<file path="src/rtl/vga_timing_scheduler.sv">
// VGA 25 MHz timing generator: H/V counters, sync/blank decode, and a
// per-line prefetch request scheduler with a sticky underrun flag.
module vga_timing_scheduler #(
  parameter int   H_VISIBLE   = 640,
  parameter int   H_FRONT     = 16,
  parameter int   H_SYNC      = 96,
  parameter int   H_BACK      = 48,
  parameter int   V_VISIBLE   = 480,
  parameter int   V_FRONT     = 10,
  parameter int   V_SYNC      = 2,
  parameter int   V_BACK      = 33,
  parameter logic SYNC_ACTIVE = 1'b0
) (
  input  logic        clk_25MHz,
  input  logic        reset_n,
  input  logic        enable,
  output logic [15:0] H_count_value,
  output logic [15:0] V_count_value,
  output logic        hsync,
  output logic        vsync,
  output logic        video_on,
  output logic        frame_start,
  output logic        line_req,
  output logic [15:0] line_req_num,
  input  logic        line_ack,
  output logic        underrun,
  input  logic        underrun_clr
);

  localparam int H_TOTAL = H_VISIBLE + H_FRONT + H_SYNC + H_BACK;
  localparam int V_TOTAL = V_VISIBLE + V_FRONT + V_SYNC + V_BACK;

  localparam logic [15:0] H_LAST_C   = 16'(H_TOTAL - 1);
  localparam logic [15:0] H_VIS_C    = 16'(H_VISIBLE);
  localparam logic [15:0] HS_START_C = 16'(H_VISIBLE + H_FRONT);
  localparam logic [15:0] HS_END_C   = 16'(H_VISIBLE + H_FRONT + H_SYNC - 1);
  localparam logic [15:0] V_LAST_C   = 16'(V_TOTAL - 1);
  localparam logic [15:0] V_VIS_C    = 16'(V_VISIBLE);
  localparam logic [15:0] VS_START_C = 16'(V_VISIBLE + V_FRONT);
  localparam logic [15:0] VS_END_C   = 16'(V_VISIBLE + V_FRONT + V_SYNC - 1);

  typedef enum logic [0:0] {
    IDLE_S = 1'b0,
    REQ_S  = 1'b1
  } state_t;

  logic [15:0] h_r;
  logic [15:0] v_r;
  logic        hsync_r;
  logic        vsync_r;
  logic        video_on_r;
  logic        frame_start_r;
  logic        line_req_r;
  logic [15:0] line_req_num_r;
  logic        underrun_r;
  state_t      state_r;

  logic [15:0] h_next_s;
  logic [15:0] v_next_s;
  logic        h_wrap_s;
  logic        hsync_next_s;
  logic        vsync_next_s;
  logic        video_on_next_s;
  logic        frame_start_next_s;
  logic        next_line_valid_s;
  logic [15:0] next_line_s;
  logic        issue_s;
  logic        miss_s;
  state_t      state_next_s;
  logic        line_req_next_s;
  logic [15:0] line_req_num_next_s;
  logic        underrun_next_s;

  // Counter advance; h_wrap_s marks an advancing edge that moves H to 0.
  always_comb begin
    h_next_s = h_r;
    v_next_s = v_r;
    h_wrap_s = 1'b0;
    if (enable) begin
      if (h_r == H_LAST_C) begin
        h_next_s = 16'd0;
        h_wrap_s = 1'b1;
        if (v_r == V_LAST_C) begin
          v_next_s = 16'd0;
        end else begin
          v_next_s = v_r + 16'd1;
        end
      end else begin
        h_next_s = h_r + 16'd1;
      end
    end else begin
      h_next_s = h_r;
      v_next_s = v_r;
    end
  end

  // Decode from the next counter values so outputs line up with the counters.
  always_comb begin
    hsync_next_s       = hsync_r;
    vsync_next_s       = vsync_r;
    video_on_next_s    = video_on_r;
    frame_start_next_s = 1'b0;
    if (enable) begin
      hsync_next_s = ((h_next_s >= HS_START_C) && (h_next_s <= HS_END_C)) ?
                     SYNC_ACTIVE : ~SYNC_ACTIVE;
      vsync_next_s = ((v_next_s >= VS_START_C) && (v_next_s <= VS_END_C)) ?
                     SYNC_ACTIVE : ~SYNC_ACTIVE;
      video_on_next_s    = (h_next_s < H_VIS_C) && (v_next_s < V_VIS_C);
      frame_start_next_s = (h_next_s == 16'd0) && (v_next_s == 16'd0);
    end else begin
      hsync_next_s       = hsync_r;
      vsync_next_s       = vsync_r;
      video_on_next_s    = video_on_r;
      frame_start_next_s = 1'b0;
    end
  end

  // Which line the reader must fetch during the current line's blanking.
  always_comb begin
    next_line_valid_s = 1'b0;
    next_line_s       = 16'd0;
    if (v_r == V_LAST_C) begin
      next_line_valid_s = 1'b1;
      next_line_s       = 16'd0;
    end else if ((v_r + 16'd1) < V_VIS_C) begin
      next_line_valid_s = 1'b1;
      next_line_s       = v_r + 16'd1;
    end else begin
      next_line_valid_s = 1'b0;
      next_line_s       = 16'd0;
    end
  end

  assign issue_s = enable && (h_r == H_VIS_C) && next_line_valid_s;
  assign miss_s  = (state_r == REQ_S) && !line_ack && h_wrap_s;

  // Prefetch FSM next state; an ack on the deadline edge still counts as served.
  always_comb begin
    state_next_s = state_r;
    case (state_r)
      IDLE_S: begin
        if (issue_s) begin
          state_next_s = REQ_S;
        end else begin
          state_next_s = IDLE_S;
        end
      end
      REQ_S: begin
        if (line_ack || h_wrap_s) begin
          state_next_s = IDLE_S;
        end else begin
          state_next_s = REQ_S;
        end
      end
      default: state_next_s = IDLE_S;
    endcase
  end

  // Prefetch FSM outputs; underrun set takes priority over clear.
  always_comb begin
    line_req_next_s     = (state_next_s == REQ_S);
    line_req_num_next_s = line_req_num_r;
    underrun_next_s     = underrun_r;
    if ((state_r == IDLE_S) && issue_s) begin
      line_req_num_next_s = next_line_s;
    end else begin
      line_req_num_next_s = line_req_num_r;
    end
    if (miss_s) begin
      underrun_next_s = 1'b1;
    end else if (underrun_clr) begin
      underrun_next_s = 1'b0;
    end else begin
      underrun_next_s = underrun_r;
    end
  end

  // Timing counters and decoded sync/blank outputs.
  always_ff @(posedge clk_25MHz or negedge reset_n) begin
    if (!reset_n) begin
      h_r           <= H_VIS_C;
      v_r           <= V_LAST_C;
      hsync_r       <= ~SYNC_ACTIVE;
      vsync_r       <= ~SYNC_ACTIVE;
      video_on_r    <= 1'b0;
      frame_start_r <= 1'b0;
    end else begin
      h_r           <= h_next_s;
      v_r           <= v_next_s;
      hsync_r       <= hsync_next_s;
      vsync_r       <= vsync_next_s;
      video_on_r    <= video_on_next_s;
      frame_start_r <= frame_start_next_s;
    end
  end

  // Prefetch FSM state register.
  always_ff @(posedge clk_25MHz or negedge reset_n) begin
    if (!reset_n) begin
      state_r <= IDLE_S;
    end else begin
      state_r <= state_next_s;
    end
  end

  // Registered prefetch request and underrun outputs.
  always_ff @(posedge clk_25MHz or negedge reset_n) begin
    if (!reset_n) begin
      line_req_r     <= 1'b0;
      line_req_num_r <= 16'd0;
      underrun_r     <= 1'b0;
    end else begin
      line_req_r     <= line_req_next_s;
      line_req_num_r <= line_req_num_next_s;
      underrun_r     <= underrun_next_s;
    end
  end

  assign H_count_value = h_r;
  assign V_count_value = v_r;
  assign hsync         = hsync_r;
  assign vsync         = vsync_r;
  assign video_on      = video_on_r;
  assign frame_start   = frame_start_r;
  assign line_req      = line_req_r;
  assign line_req_num  = line_req_num_r;
  assign underrun      = underrun_r;

endmodule

</file>
<file path="config.mk">
export PLATFORM = sky130hd
export DESIGN_NAME = vga_timing_scheduler
export DESIGN_NICKNAME = d
export VERILOG_FILES = /design/src/rtl/vga_timing_scheduler.sv
export SDC_FILE = /design/constraint.sdc
export NUM_CORES = 1
export LEC_CHECK = 0
export CAP_MARGIN = 40
export CORE_MARGIN = 2
export CORE_UTILIZATION = 40
export DETAILED_ROUTE_END_ITERATION = 10
export PLACE_DENSITY = 0.71
export SYNTH_ARGS = -nofsm -noshare
export SYNTH_HDL_FRONTEND = slang
export SYNTH_SLANG_ARGS = --single-unit
</file>
<file path="constraint.sdc">
create_clock -name clk_25MHz -period 7.3 [get_ports clk_25MHz]
set_input_delay 1.46 -clock clk_25MHz [delete_from_list [all_inputs] [get_ports clk_25MHz]]
set_output_delay 1.46 -clock clk_25MHz [all_outputs]
set_load 0.1 [all_outputs]
</file>
==> flow_metrics.py <==
metrics = {
    "floorplanning": {
        "pin_count": 59,
        "die_h_um": 91.7,
        "initial_core_util": 0.417,
        "core_region_area_um2": 7370,
        "die_area_um2": 8410,
        "die_w_um": 91.7,
        "rows": 31,
    },
    "global_routing": {
        "grt_max_degree": 55,
        "busiest_layer": "met2",
        "grt_usage": 0.210,
        "antenna_found_initial": 0,
        "grt_pass1_wl_um": 14300,
        "grt_pass1_vias": 2888,
        "use_met2": 0.323,
        "overflow": 0,
        "grt_use_met3": 0.0362,
        "met1_usage": 0.294,
    },
    "hold_path": {
        "min_path_type": "flip-flop to flip-flop",
    },
    "placed_design": {
        "gp_congestion": 0.922,
        "hpwl_um": 6470,
        "dpl_cell_area_um2": 4480,
        "portBuffers": 58,
        "post-place-ws_ps": 2860,
    },
    "logic_synthesis": {
        "synth_seq_cells": 54,
        "avgSynthCellArea_um2": 9.32,
        "synth-async-reset-ratio": 1.00,
        "postSynthCellCount": 330,
        "synthFlopType": "dfrtp_1",
        "synth_most_common_cell": "dfrtp_1",
        "synthTopCellsByCount": "dfrtp_1, nand2_1, nand3_1, nor2_1, o21ai_0",
        "syn_area_um2": 3080,
        "yosysTopAreaCellShare": 0.382,
        "ys_top_cells_by_area": "dfrtp_1, dfstp_2, xnor2_1",
        "synth_edf_count": 0,
        "yosysTopAreaCell": "dfrtp_1",
        "yosys_warnings": 0,
        "syn_nets": 339,
        "yosysSeqAreaShare": 0.442,
        "ys_types": 58,
    },
    "worst_setup_path": {
        "cp_slowest_cell": "clkdlybuf4s50_1",
        "critPathArrivalTime_ps": 4440,
        "path_cells": "clkdlybuf4s50_1, nand4_1, nor3_1, and3_1, mux2_2, or4b_1, nor4_1, and4_1",
        "cp_num_buf_inv": 1,
        "worstSetupPathType": "primary input to flip-flop",
        "end_kind": "flip-flop",
        "worst_ep_required_time_ps": 7540,
        "cp_top_family": "simple AND/OR/NAND/NOR gates",
        "start_kind": "primary input",
        "cpPeakStageDelay_ps": 740,
        "crit_fanout": 12,
    },
    "clocking": {
        "cts_hold_buf": 0,
        "clock_path_buffers": 2,
        "cts_resized": 0,
        "clkSinkCount": 54,
        "clockRootBuffer": "clkbuf_8",
        "clkTransAtPathRegs_ps": 100,
        "htreeDepth": 2,
        "cts_setup_buffers": 0,
        "insertion_delay_ps": 300,
        "cts_tree": "done",
        "cts_made_buffers": 5,
    },
    "detailed_routing": {
        "dr.first_iter.drc_count": 316,
        "drt-total-wl_um": 8550,
        "routedWlPerCell_um": 16.1,
        "ant_nets": 0,
        "routed_via_density": 5.62,
        "post-route-drc-count": 0,
        "vias": 2981,
        "drt_pass1_iterations": 6,
    },
    "cells_and_area": {
        "drive_gt1_frac": 0.197,
        "layout.nets": 439,
        "stdcell_area_um2": 4600,
        "fillers": 590,
        "diodes": 0,
        "area.growth.synth_to_final_pct": 49.4,
    },
    "job": {
        "cap_violations": 0,
    },
    "sta": {
        "finalCriticalPeriod_ps": 4200,
        "fin_setup_tns_ps": 0,
        "hold_viol": 0,
        "fmax_mhz": 238,
        "grt_setup_unrepaired": "false",
        "max_slew_margin": 0.482,
        "setup_slack_ps": 3100,
        "fin_skew_ps": 3.95,
        "setup_violations": 0,
        "worst_slew_pin_slew_ps": 769,
        "finalCritPeriodShare": 0.575,
        "drv_slew": 0,
    },
    "power": {
        "p_clk_frac": 0.254,
        "p_per_area_nw_per_um2": 171,
        "switchingPower_mw": 0.285,
        "cellLeakagePower_nw": 1.94,
        "vdd_drop_max_mv": 0.225,
        "p_sw_frac": 0.363,
        "internal-power_mw": 0.500,
        "p_comb_frac": 0.307,
        "seqPwrFrac": 0.439,
    },
    "status": {
        "outcome": "complete, no violations",
    },
}
-- cell families (layout without fill, tap and decap cells) --
logic type                 count (synthesis)  in the layout  share of synthesized area
AOI/OAI and AO/OA                         52             52                      0.111
DFF                                       54             54                      0.442
adders and majority gates                  4              4                     0.0163
xor gates and xnor gates                  26             26                     0.0740
buffers and inverters                     36            137                     0.0565
muxes                                      3              3                     0.0106
and+or+nand+nor                          155            155                      0.289
-- power by group through the flow --
| stage | clock network [mW] | logic [mW] | registers, mW |
|---|---|---|---|
| finish | 0.199 | 0.241 | 0.344 |
| global route | 0.215 | 0.250 | 0.345 |
| CTS | 0.202 | 0.242 | 0.343 |
| detailed placement | 0 | 0.241 | 0.349 |
| global placement | 0 | 0.190 | 0.348 |
| floorplan | 0 | 0.0462 | 0.440 |
-- placed cells by master, fill, tap and decap left out, types with 3 or more instances in the layout --
master / instances
xor2_1: 12
nand4_1: 10
nor4_1: 10
and4_1: 3
ha_1: 4
nand3_1: 21
dfstp_2: 7
or4_1: 4
and3_1: 15
nand2b_1: 9
nand2_1: 26
clkbuf_8: 5
clkdlybuf4s50_1: 57
o21ai_0: 18
inv_1: 15
nor2_1: 20
dfrtp_1: 47
a21oi_1: 5
nor4b_1: 3
xnor2_1: 14
or3_1: 4
buf_8: 54
o21ai_1: 6
nor3_1: 12
-- path summary, 6_finish.rpt --
kind / slack (ps) / cells past startpoint / from / end
min in group asynchronous: 1260 / 2 / reset_n / H_count_value[10]
worst max register to register: 4020 / 7 / V_count_value[0] / line_req_num[4]
worst min-delay path: 520 / 1 / line_req_num[14] / line_req_num[14]
worst max-delay path: 3100 / 8 / enable / frame_start
max in group asynchronous: 5590 / 2 / reset_n / line_req_num[6]
worst min register to register: 520 / 1 / line_req_num[14] / line_req_num[14]
-- metal layers --
metal / wire length, µm / up-vias / share of wire
met5: 0 / - / 0
met4: 293 / 0 / 0.034
met3: 655 / 30 / 0.077
met2: 3830 / 173 / 0.45
met1: 3780 / 1383 / 0.44
li1: - / 1395 / -
-- sequential cells by signal (all words and copies together), names as in the netlist --
register and count:
vsync 1, line_req 1, hsync 1, H_count_value 16
frame_start 1, video_on 1, line_req_num 16, V_count_value 16
underrun 1
-- final cells by class --
cell class / instances / area, µm² / share of cell area
Clock inverter: 2 / 38.8 / 0.00844
Inverter: 15 / 56.3 / 0.0123
Timing Repair Buffer: 114 / 1400 / 0.305
Sequential cell: 54 / 1360 / 0.296
Tap cell: 99 / 124 / 0.0270
Clock buffer: 6 / 72.6 / 0.0158
Multi-Input combinational cell: 240 / 1540 / 0.336
-- per-stage QoR --
stage | hold WS (ps) | utilization | std cells | power [mW]
after floorplan | 707 | - | 330 | 0.486
after global placement | 488 | 0.498 | 468 | 0.538
after detailed placement | 499 | 0.608 | 522 | 0.589
after CTS | 519 | 0.624 | 530 | 0.786
after global routing | 551 | 0.624 | 530 | 0.810
final | 517 | 0.624 | 530 | 0.785
Note: power is estimated with default switching activity, not from simulation.
